===== src/rtl/rf_write_scheduler_pkg.sv =====
// rf_write_scheduler_pkg: shared constants and types for the register-file write scheduler
package rf_write_scheduler_pkg;
   localparam logic [4:0] LINK_REG = 5'd31;
   localparam int L16B_BEATS = 4;
   typedef enum logic {IDLE, BURST} state_t;
   typedef struct packed {
      logic [4:0]  addr;
      logic [31:0] data;
   } wr_entry_t;
endpackage


===== src/rtl/rf_write_scheduler_if.sv =====
// rf_write_scheduler_if: writeback-source, decode-read and register-file bundle
interface rf_write_scheduler_if #(parameter int DEPTH = 8);
   logic                     WB_Valid;
   logic [4:0]               WB_Addr;
   logic [31:0]              WB_Data;
   logic                     JAL_Valid;
   logic [31:0]              JAL_Link;
   logic                     L16B_Valid;
   logic [4:0]               L16B_Addr;
   logic [127:0]             L16B_Data;
   logic [4:0]               RdAddrA;
   logic [4:0]               RdAddrB;
   logic                     RF_WE;
   logic [4:0]               RF_WAddr;
   logic [31:0]              RF_WData;
   logic                     HitA;
   logic                     HitB;
   logic [31:0]              FwdDataA;
   logic [31:0]              FwdDataB;
   logic                     Stall;
   logic                     Overflow;
   logic [$clog2(DEPTH):0]   Count;
   modport master (
      output WB_Valid, WB_Addr, WB_Data, JAL_Valid, JAL_Link,
             L16B_Valid, L16B_Addr, L16B_Data, RdAddrA, RdAddrB,
      input  RF_WE, RF_WAddr, RF_WData, HitA, HitB, FwdDataA, FwdDataB,
             Stall, Overflow, Count
   );
   modport slave (
      input  WB_Valid, WB_Addr, WB_Data, JAL_Valid, JAL_Link,
             L16B_Valid, L16B_Addr, L16B_Data, RdAddrA, RdAddrB,
      output RF_WE, RF_WAddr, RF_WData, HitA, HitB, FwdDataA, FwdDataB,
             Stall, Overflow, Count
   );
endinterface


===== src/rtl/rf_write_scheduler_fifo.sv =====
// wr_queue_fifo: circular write queue with dual enqueue, single dequeue and youngest-match lookup
module wr_queue_fifo
   import rf_write_scheduler_pkg::*;
#(
   parameter int DEPTH = 8
) (
   input  logic                   clk,
   input  logic                   rst,
   input  logic                   push_a,
   input  wr_entry_t              ent_a,
   input  logic                   push_b,
   input  wr_entry_t              ent_b,
   input  logic                   pop,
   input  logic [4:0]             addr_a,
   input  logic [4:0]             addr_b,
   output wr_entry_t              head,
   output logic [$clog2(DEPTH):0] count,
   output logic                   hit_a,
   output logic                   hit_b,
   output logic [31:0]            data_a,
   output logic [31:0]            data_b
);
   localparam int AW = $clog2(DEPTH);
   localparam int CW = AW + 1;
   wr_entry_t         mem [DEPTH];
   logic [AW-1:0]     wr_ptr;
   logic [AW-1:0]     rd_ptr;
   assign head = mem[rd_ptr];
   // pointer/count bookkeeping; entry b always lands right after entry a
   always_ff @(posedge clk) begin
      if (rst) begin
         wr_ptr <= '0;
         rd_ptr <= '0;
         count  <= '0;
      end else begin
         if (push_a) mem[wr_ptr] <= ent_a;
         if (push_b) mem[wr_ptr + AW'(push_a)] <= ent_b;
         wr_ptr <= wr_ptr + AW'(push_a) + AW'(push_b);
         rd_ptr <= rd_ptr + AW'(pop);
         count  <= count + CW'(push_a) + CW'(push_b) - CW'(pop);
      end
   end
   // walk oldest to youngest so the last match wins
   always_comb begin
      hit_a  = 1'b0;
      hit_b  = 1'b0;
      data_a = '0;
      data_b = '0;
      for (int i = 0; i < DEPTH; i++) begin
         if (i < int'(count) && mem[rd_ptr + AW'(i)].addr == addr_a) begin
            hit_a  = 1'b1;
            data_a = mem[rd_ptr + AW'(i)].data;
         end
         if (i < int'(count) && mem[rd_ptr + AW'(i)].addr == addr_b) begin
            hit_b  = 1'b1;
            data_b = mem[rd_ptr + AW'(i)].data;
         end
      end
   end
endmodule


===== src/rtl/rf_write_scheduler.sv =====
// rf_write_scheduler: merges WB, JAL and L16B burst writes into one register-file write port
module rf_write_scheduler
   import rf_write_scheduler_pkg::*;
#(
   parameter int DEPTH        = 8,
   parameter int STALL_THRESH = 2
) (
   input logic                Clock,
   input logic                Reset,
   rf_write_scheduler_if.slave bus
);
   state_t                 state;
   logic [1:0]             beat;
   logic [4:0]             base;
   logic [127:0]           bdata;
   logic [$clog2(DEPTH):0] count;
   wr_entry_t              head, e0, e1, beat_e, fa, out_e;
   logic                   wb_req, jal_req, beat_go, beat_req;
   logic                   e0v, e1v, bypass, pop, push_a, push_b, drop, out_we;
   logic                   q_hit_a, q_hit_b;
   logic [31:0]            q_data_a, q_data_b;
   int                     free;
   // arbitration: WB, then JAL, then burst beat, two slots per cycle; an empty queue bypasses slot 0 to the output
   always_comb begin
      wb_req      = bus.WB_Valid && bus.WB_Addr != 5'd0;
      jal_req     = bus.JAL_Valid;
      beat_go     = state == BURST && !(wb_req && jal_req);
      beat_e.addr = base + {3'b000, beat};
      beat_e.data = bdata[{beat, 5'd0} +: 32];
      beat_req    = beat_go && beat_e.addr != 5'd0;
      e0v         = wb_req || jal_req || beat_req;
      e1v         = (wb_req && jal_req) || ((wb_req ^ jal_req) && beat_req);
      e0          = wb_req ? wr_entry_t'{bus.WB_Addr, bus.WB_Data}
                  : jal_req ? wr_entry_t'{LINK_REG, bus.JAL_Link} : beat_e;
      e1          = (wb_req && jal_req) ? wr_entry_t'{LINK_REG, bus.JAL_Link} : beat_e;
      bypass      = count == '0;
      pop         = !bypass;
      free        = DEPTH - int'(count) + int'(pop);
      fa          = bypass ? e1 : e0;
      push_a      = (bypass ? e1v : e0v) && free >= 1;
      push_b      = !bypass && e1v && free >= 2;
      drop        = ((bypass ? e1v : e0v) && free < 1) || (!bypass && e1v && free < 2);
      out_we      = bypass ? e0v : 1'b1;
      out_e       = bypass ? e0 : head;
   end
   wr_queue_fifo #(.DEPTH(DEPTH)) u_fifo (
      .clk    (Clock),
      .rst    (Reset),
      .push_a (push_a),
      .ent_a  (fa),
      .push_b (push_b),
      .ent_b  (e1),
      .pop    (pop),
      .addr_a (bus.RdAddrA),
      .addr_b (bus.RdAddrB),
      .head   (head),
      .count  (count),
      .hit_a  (q_hit_a),
      .hit_b  (q_hit_b),
      .data_a (q_data_a),
      .data_b (q_data_b)
   );
   // burst FSM, sticky overflow and the registered register-file write port
   always_ff @(posedge Clock) begin
      if (Reset) begin
         state        <= IDLE;
         beat         <= '0;
         base         <= '0;
         bdata        <= '0;
         bus.Overflow <= 1'b0;
         bus.RF_WE    <= 1'b0;
         bus.RF_WAddr <= '0;
         bus.RF_WData <= '0;
      end else begin
         bus.RF_WE <= out_we;
         if (out_we) begin
            bus.RF_WAddr <= out_e.addr;
            bus.RF_WData <= out_e.data;
         end
         if (drop || (state == BURST && bus.L16B_Valid)) bus.Overflow <= 1'b1;
         if (state == IDLE) begin
            if (bus.L16B_Valid) begin
               state <= BURST;
               base  <= bus.L16B_Addr;
               bdata <= bus.L16B_Data;
               beat  <= '0;
            end
         end else if (beat_go) begin
            beat <= beat + 2'd1;
            if (beat == 2'(L16B_BEATS - 1)) state <= IDLE;
         end
      end
   end
   // stall, occupancy and forwarding; queue contents outrank the output register
   always_comb begin
      bus.Count    = count;
      bus.Stall    = (DEPTH - int'(count) <= STALL_THRESH) || state == BURST || bus.L16B_Valid;
      bus.HitA     = bus.RdAddrA != 5'd0 && (q_hit_a || (bus.RF_WE && bus.RF_WAddr == bus.RdAddrA));
      bus.HitB     = bus.RdAddrB != 5'd0 && (q_hit_b || (bus.RF_WE && bus.RF_WAddr == bus.RdAddrB));
      bus.FwdDataA = !bus.HitA ? '0 : q_hit_a ? q_data_a : bus.RF_WData;
      bus.FwdDataB = !bus.HitB ? '0 : q_hit_b ? q_data_b : bus.RF_WData;
   end
endmodule

===== src/flat_wrapper.sv =====
// flat-port wrapper written by rule: the top's interface ports become plain ports
module rf_write_scheduler_flat import rf_write_scheduler_pkg::*;
#(
   parameter int DEPTH        = 8,
   parameter int STALL_THRESH = 2
)
  (Clock, Reset, bus_WB_Valid, bus_WB_Addr, bus_WB_Data, bus_JAL_Valid, bus_JAL_Link, bus_L16B_Valid, bus_L16B_Addr, bus_L16B_Data, bus_RdAddrA, bus_RdAddrB, bus_RF_WE, bus_RF_WAddr, bus_RF_WData, bus_HitA, bus_HitB, bus_FwdDataA, bus_FwdDataB, bus_Stall, bus_Overflow, bus_Count);
  rf_write_scheduler_if #(.DEPTH(DEPTH)) bus_i ();
  input logic Clock;
  input logic Reset;
  input wire logic [$bits(bus_i.WB_Valid)-1:0] bus_WB_Valid;
  input wire logic [$bits(bus_i.WB_Addr)-1:0] bus_WB_Addr;
  input wire logic [$bits(bus_i.WB_Data)-1:0] bus_WB_Data;
  input wire logic [$bits(bus_i.JAL_Valid)-1:0] bus_JAL_Valid;
  input wire logic [$bits(bus_i.JAL_Link)-1:0] bus_JAL_Link;
  input wire logic [$bits(bus_i.L16B_Valid)-1:0] bus_L16B_Valid;
  input wire logic [$bits(bus_i.L16B_Addr)-1:0] bus_L16B_Addr;
  input wire logic [$bits(bus_i.L16B_Data)-1:0] bus_L16B_Data;
  input wire logic [$bits(bus_i.RdAddrA)-1:0] bus_RdAddrA;
  input wire logic [$bits(bus_i.RdAddrB)-1:0] bus_RdAddrB;
  output wire logic [$bits(bus_i.RF_WE)-1:0] bus_RF_WE;
  output wire logic [$bits(bus_i.RF_WAddr)-1:0] bus_RF_WAddr;
  output wire logic [$bits(bus_i.RF_WData)-1:0] bus_RF_WData;
  output wire logic [$bits(bus_i.HitA)-1:0] bus_HitA;
  output wire logic [$bits(bus_i.HitB)-1:0] bus_HitB;
  output wire logic [$bits(bus_i.FwdDataA)-1:0] bus_FwdDataA;
  output wire logic [$bits(bus_i.FwdDataB)-1:0] bus_FwdDataB;
  output wire logic [$bits(bus_i.Stall)-1:0] bus_Stall;
  output wire logic [$bits(bus_i.Overflow)-1:0] bus_Overflow;
  output wire logic [$bits(bus_i.Count)-1:0] bus_Count;
  assign bus_i.WB_Valid = bus_WB_Valid;
  assign bus_i.WB_Addr = bus_WB_Addr;
  assign bus_i.WB_Data = bus_WB_Data;
  assign bus_i.JAL_Valid = bus_JAL_Valid;
  assign bus_i.JAL_Link = bus_JAL_Link;
  assign bus_i.L16B_Valid = bus_L16B_Valid;
  assign bus_i.L16B_Addr = bus_L16B_Addr;
  assign bus_i.L16B_Data = bus_L16B_Data;
  assign bus_i.RdAddrA = bus_RdAddrA;
  assign bus_i.RdAddrB = bus_RdAddrB;
  assign bus_RF_WE = bus_i.RF_WE;
  assign bus_RF_WAddr = bus_i.RF_WAddr;
  assign bus_RF_WData = bus_i.RF_WData;
  assign bus_HitA = bus_i.HitA;
  assign bus_HitB = bus_i.HitB;
  assign bus_FwdDataA = bus_i.FwdDataA;
  assign bus_FwdDataB = bus_i.FwdDataB;
  assign bus_Stall = bus_i.Stall;
  assign bus_Overflow = bus_i.Overflow;
  assign bus_Count = bus_i.Count;
  rf_write_scheduler #(.DEPTH(DEPTH), .STALL_THRESH(STALL_THRESH)) u_core (.Clock(Clock), .Reset(Reset), .bus(bus_i));
endmodule

===== config.mk =====
export PLATFORM = sky130hd
export DESIGN_NAME = rf_write_scheduler_flat
export DESIGN_NICKNAME = d
export VERILOG_FILES = /design/src/rtl/rf_write_scheduler_pkg.sv /design/src/rtl/rf_write_scheduler_if.sv /design/src/rtl/rf_write_scheduler_fifo.sv /design/src/rtl/rf_write_scheduler.sv /design/src/flat_wrapper.sv
export SDC_FILE = /design/constraint.sdc
export NUM_CORES = 2
export LEC_CHECK = 0
export BUFFER_PORTS_ARGS = -buffer_cell sky130_fd_sc_hd__buf_4
export CAP_MARGIN = 20
export CORE_MARGIN = 2
export CORE_UTILIZATION = 45
export DETAILED_ROUTE_END_ITERATION = 6
export HOLD_SLACK_MARGIN = 0.06
export MAX_ROUTING_LAYER = met4
export SETUP_SLACK_MARGIN = 0.02
export SYNTH_ARGS = -nofsm -noshare
export SYNTH_HDL_FRONTEND = slang
export SYNTH_HIERARCHICAL = 1
export SYNTH_SLANG_ARGS = --single-unit

===== constraint.sdc =====
create_clock -name Clock -period 7.35 [get_ports Clock]
set_input_delay 0 -clock Clock [delete_from_list [all_inputs] [get_ports Clock]]
set_output_delay 0 -clock Clock [all_outputs]
set_load 0.01 [all_outputs]

# == Yosys cells after proc, flatten, opt, wreduce, memory -nomap -nowiden ==
# Memories as Yosys holds them, arrays and structs flattened. A register that Yosys moved wholly into a read port is not among the register bits.
# Index checks and enable logic that the tools add are counted.
# totals
wordCells,172
inputBits,217
ramBits,296
ff_bits,185
memories,1
# classes
n_shift,1
n_reduce_logical,50
n_mux,57
addsub,17
bitwise_logic,2
eq_ne,20
n_lt_le_gt_ge,13
# mem_list
name,depth,width,rd,rd_clocked_by_memory_dff,write_ports,line,source
u_core.u_fifo.mem,8,37,8,1,2,rf_write_scheduler_fifo.sv:25,wr_entry_t mem [DEPTH];
# op_table
op,n
two-way mux 32 bit,20
two-way mux 37 bit,5
variable part select 128 x 8 -> 32 bit,1
equality test 5 bit,18
adder 32 x 2 -> 32 bit,1
">= comparator 32 x 2 -> 1 bit, second input constant",1
">= comparator 32 x 3 -> 1 bit, second input constant",1
"less-or-equal comparator 32 x 3 -> 1 bit, second input constant",1
"< comparator 32 x 2 -> 1 bit, second input constant",1
"< comparator 32 x 3 -> 1 bit, second input constant",1
logical AND 1 bit,31
two-way mux 1 bit,28
nonzero test 5 bit,4
"< comparator 3 x 4 -> 1 bit, first input constant",4
"adder 3 bit, second input constant",4
adder 3 x 1 -> 3 bit,3
logical OR 1 bit,9
adder 4 x 1 -> 4 bit,2
"< comparator 1 x 4 -> 1 bit, first input constant",2
"< comparator 2 x 4 -> 1 bit, first input constant",2
"adder 3 x 2 -> 3 bit, second input constant",2
two-way mux 2 bit,3
adder 5 x 2 -> 5 bit,1
"subtractor 4 x 4 -> 5 bit, first input constant",1
other kinds (12),14

# == Longest topological paths before layout ==
# An unclocked memory read counts as a cell.
# depth
word_depth,14
depth_mapped,25
mapped_depth_nobuf,19

# == Hierarchy ==
# Netlist, hierarchy kept.
# modules_own_cells
module,n_inst,area_each_um2,cells_per_inst,seq_area_each_um2
wr_queue_fifo,1,29497.0,2658,9088.7
rf_write_scheduler,1,10395.0,1364,3503.4

# == Worst setup path after synthesis ==
# No wires, ideal clock.
# synth_timing
path_type,reg2reg
from,register u_core.u_fifo.count[0]
to,memory u_core/u_fifo/mem[1][0] (netlist bit) (enable)
path_buffers,1
arrival_time_ns,5.367
setup_time_ns,0.487
period_less_slack_ns,5.854
slack_ns,1.496
stages_incl_launch_ff,15
cell_sequence,dfxtp_1 inv_1 ha_1 nand2b_1 nor2_1 inv_1 buf_1 ha_1 nand3_1 xnor2_1 nand3_1 o21ai_0 nor2_1 nand3b_1 o31ai_1
# synth_lines
item,line,source
from (decl),rf_write_scheduler_fifo.sv:17,"output logic [$clog2(DEPTH):0] count,"
from (signal assigned),rf_write_scheduler_fifo.sv:40,count <= count + CW'(push_a) + CW'(push_b) - CW'(pop);
to (decl),rf_write_scheduler_fifo.sv:25,

# == Worst setup path in the final report ==
# layout_timing
from,register u_core.u_fifo.rd_ptr[0]
to,output bus_FwdDataA[3]
# layout_via
elab_cells_between_ends,40
# layout_lines
item,line,source
from (decl),rf_write_scheduler_fifo.sv:27,logic [AW-1:0] rd_ptr;
from (signal assigned),rf_write_scheduler_fifo.sv:39,rd_ptr <= rd_ptr + AW'(pop);
adder 3 x 1 -> 3 bit,"rf_write_scheduler_fifo.sv:50, rf_write_scheduler_fifo.sv:52",
memory read (8 x 37 bit) (*),n/a,
equality test 5 bit,rf_write_scheduler_fifo.sv:50,if (i < int'(count) && mem[rd_ptr + AW'(i)].addr == addr_a) begin
logical AND 1 bit,rf_write_scheduler_fifo.sv:50,
two-way mux 32 bit (6 in series),rf_write_scheduler_fifo.sv:50,
two-way mux 32 bit (*),rf_write_scheduler_fifo.sv:50,
via u_core.q_data_a[3],rf_write_scheduler.sv:21,"logic [31:0] q_data_a, q_data_b;"
two-way mux 32 bit (*) (2 in series),rf_write_scheduler.sv:100,bus.FwdDataA = !bus.HitA ? '0 : q_hit_a ? q_data_a : bus.RF_WData;
to (decl),flat_wrapper.sv:26,output wire logic [$bits(bus_i.FwdDataA)-1:0] bus_FwdDataA;
# Mark *: on every way through the listed nets, which the timed path passes. The rest lies on a longest branch.

==> results.json <==
{
  "drive_gt1_share_pct": 28.0,
  "wl_per_cell_um": 27.6,
  "critPathMaxStageDelay_ns": 0.83,
  "nNetsFinal": 4599,
  "netlist_instances": 4022,
  "seq_area_frac_synth_pct": 31.6,
  "crit_start": "u_core/u_fifo/rd_ptr[0]$_SDFF_PP0_",
  "tritoncts": "built",
  "post_cts_buffers": 0,
  "ant_nets": 0,
  "die_y_um": 302,
  "synth_edf_count": 296,
  "clock-sinks": 481,
  "numCtsBuffers": 53,
  "violations": "DRC",
  "hold_class": "in2reg",
  "cts_buffer_depth": 3,
  "r2r_setup_slack_ns": 1.90,
  "ios": 327,
  "critPathCaptureType": "output pin",
  "status": "finished, violations left",
  "synth_ff_type": "edfxtp_1",
  "die_area_um2": 91000,
  "cp_max_fo": 33,
  "place_ws_ns": 1.93,
  "cap_viol_max_count": 0,
  "worstPathRequired_ns": 7.35,
  "grt_overflow_total": 0,
  "cp_num_buf_inv": 2,
  "first_pass_iters": 7,
  "critical_path.slowest_cell": "nand2_1",
  "grt_max_degree": 130,
  "multi_input_area_um2": 25700,
  "synth_area_um2": 39900,
  "r2r-end": "u_core/u_fifo/mem[0][29]$_DFFE_PP_",
  "core_region_area_um2": 88100,
  "drt_iter0_markers": 5306,
  "final.period_utilization_pct": 81.4,
  "antennaDiodeCount": 0,
  "r2r_start": "u_core/u_fifo/count[0]$_SDFF_PP0_",
  "regArea_um2": 12600,
  "setup.worst_path.start_class": "flip-flop",
  "cts_root_buffer": "clkbuf_16",
  "cts_resized": 0,
  "portBuffers": 326,
  "max_freq_ghz": 0.167,
  "wl_um": 154000,
  "viasPerCell": 6.44,
  "setup_viol": 0,
  "first_global_vias": 32975,
  "setup_ws_ns": 1.37,
  "ys_warn_count": 6,
  "timing.final.hold_violations": 0,
  "area_growth_pct": 18.4,
  "path_class": "reg2out",
  "layout_min_cycle_time_ns": 5.98,
  "synth_nets": 4266,
  "path_cells": "buf_4 -> mux4_1 -> mux2i_1 -> xnor2_1 -> nor4_4 -> nand2_1 -> o22ai_1 -> a211oi_1 -> o31ai_1 -> mux2i_1 -> nor2_1 -> buf_4",
  "grt_pass1_wl_um": 225000,
  "synth-seq-cells": 481,
  "ys_types": 94,
  "finalMaxSlewViolations": 0,
  "start_util_pct": 45.3,
  "die_width_um": 302,
  "worstHoldPathCells": 5,
  "post-route-util_pct": 53.6,
  "syn_area_per_cell_um2": 9.92,
  "rows": 109,
  "path_clk_slew_ns": 0.06,
  "arrival_ns": 5.98,
  "r2r_cells": 18,
  "gp_congestion": 1.05,
  "track_usage_pct": 34.1,
  "clkLatencyLatePin_ns": 0.65,
  "num_vias": 35798,
  "cts.htree.levels": 2,
  "synthArstFlopShare_pct": 0,
  "crit_family": "simple AND/OR/NAND/NOR gates",
  "cellLeakagePower_nw": 17.5,
  "fin_tns_setup_ns": 0,
  "dp_cells": 5223,
  "hold_end": "u_core/bus.RF_WAddr[2]$_SDFFE_PP0P_",
  "powerDensity_nw_per_um2": 438,
  "hp-start": "bus_WB_Addr[2]",
  "skew_ns": 0.0416,
  "ir_drop_mv": 0.417,
  "tightest_slew_ns": 1.16,
  "remaining_drc_errors": 2,
  "grt_setup_unrepaired": "no",
  "fin_cells": 5562,
  "relSlewSlack_pct": 22.2,
  "dp_hpwl_um": 111000,
  "fillers": 7830,
  "grt_antenna_before_repair": 1
}
[final cells by class]
type	instances	share of cell area, %
clock buffers	72	3.05
clock inverters	25	0.617
inverters	72	0.572
multi-input cells	3102	54.3
flip-flops and latches	481	26.7
well taps	1165	3.09
repair buffers	645	11.6
[routing by layer]
layer	up-vias	wire length (um)	global-route usage, %
met5	-	0	-
met4	0	3330	6.78
met3	203	24400	13.7
met2	2371	61300	44.9
met1	17458	64800	48.9
li1	15766	-	-
[synthesized netlist by cell type, drive strengths merged (16+ instances only)]
cell type | number | area (um2)
nand2 | 791 | 2970
mux2 | 337 | 3790
mux4 | 316 | 7140
edfxtp | 296 | 8890
mux2i | 266 | 2670
a21oi | 240 | 1200
clkbuf | 220 | 826
nor2 | 199 | 749
dfxtp | 185 | 3700
o21ai | 164 | 832
buf | 147 | 810
nand3 | 96 | 490
nor3 | 76 | 397
xnor2 | 70 | 628
inv | 69 | 259
o221ai | 62 | 549
and3 | 49 | 307
nor4 | 42 | 440
xor2 | 40 | 358
a31oi | 30 | 188
a211oi | 27 | 213
ha | 24 | 300
a221oi | 19 | 166
nand4 | 19 | 119
nor2b | 17 | 106
o22a | 17 | 149
o31ai | 16 | 120
[placed cells by master (no fill, tap or decap), types with 180 or more instances in the layout]
cell	synthesis	routed
a21oi_1	240	240
buf_4	15	400
dfxtp_1	185	180
dlygate4sd3_1	0	240
edfxtp_1	296	296
mux2_2	337	337
mux2i_1	264	264
mux4_2	311	311
nand2_1	790	790
nor2_1	198	193
[what timing repair did]
item	4_1_cts	5_1_grt
hold buffers	240	0
setup endpoints to repair	0	0
endpoints found under the hold margin	396	0
[state kept, by name, indices dropped and copies added (netlist names)]
signal	flops
u_core/u_fifo/rd_ptr	3
u_core/u_fifo/wr_ptr	3
u_core/bdata	128
u_core/base	5
u_core/bus.RF_WData	32
u_core/bus.RF_WE	1
u_core/bus.Overflow	1
u_core/u_fifo/count	4
u_core/beat	2
u_core/u_fifo/mem	296
u_core/bus.RF_WAddr	5
u_core/state	1
[kinds of logic (layout without fill, tap and decap cells)]
kind of cell / after synthesis / count (layout) / synth area share (%)
and+or+nand+nor: 1360 / 1360 / 15.2
AOI/OAI and AO/OA: 686 / 686 / 10.9
xor gates and xnor gates: 110 / 110 / 2.47
muxes: 919 / 919 / 34.1
DFF: 481 / 481 / 31.6
adders and majority gates: 27 / 27 / 0.903
buffers and inverters: 439 / 814 / 4.78
[tightest hold or removal path, stage by stage]
cell and delay, ns:
buf_4 0.09, o21ai_0 0.08, clkbuf_4 0.20, mux2i_1 0.16, o21a_1 0.12
[through the flow]
stage	area, um2	power, mW	hold WS, ns
after floorplan	39900	13.2	0.136
after global placement	43000	17.3	0.248
after detailed placement	43000	17.3	0.256
after CTS	47200	20.2	0.109
after global routing	47200	21.6	0.123
final	47200	20.7	0.0748
[where the power goes]
part / internal, mW / switching (mW) / total (mW) / leakage [nW]
Sequential: 3.58 / 0.426 / 4.00 / 4.23
Clock: 1.52 / 1.19 / 2.71 / 0.837
Combinational: 5.51 / 8.45 / 14.0 / 12.4
[worst max path at each step]
| stage | to | depth (start not counted) |
|---|---|---|
| after floorplan | u_core/u_fifo/mem[1][0]$_DFFE_PP_ | 14 |
| after global placement | u_core/u_fifo/mem[0][10]$_DFFE_PP_ | 18 |
| after detailed placement | u_core/u_fifo/mem[0][10]$_DFFE_PP_ | 18 |
| after CTS | bus_FwdDataA[28] | 15 |
| after global routing | bus_FwdDataA[31] | 12 |
| final | bus_FwdDataA[3] | 12 |
Power figures use the tool's default switching activity.
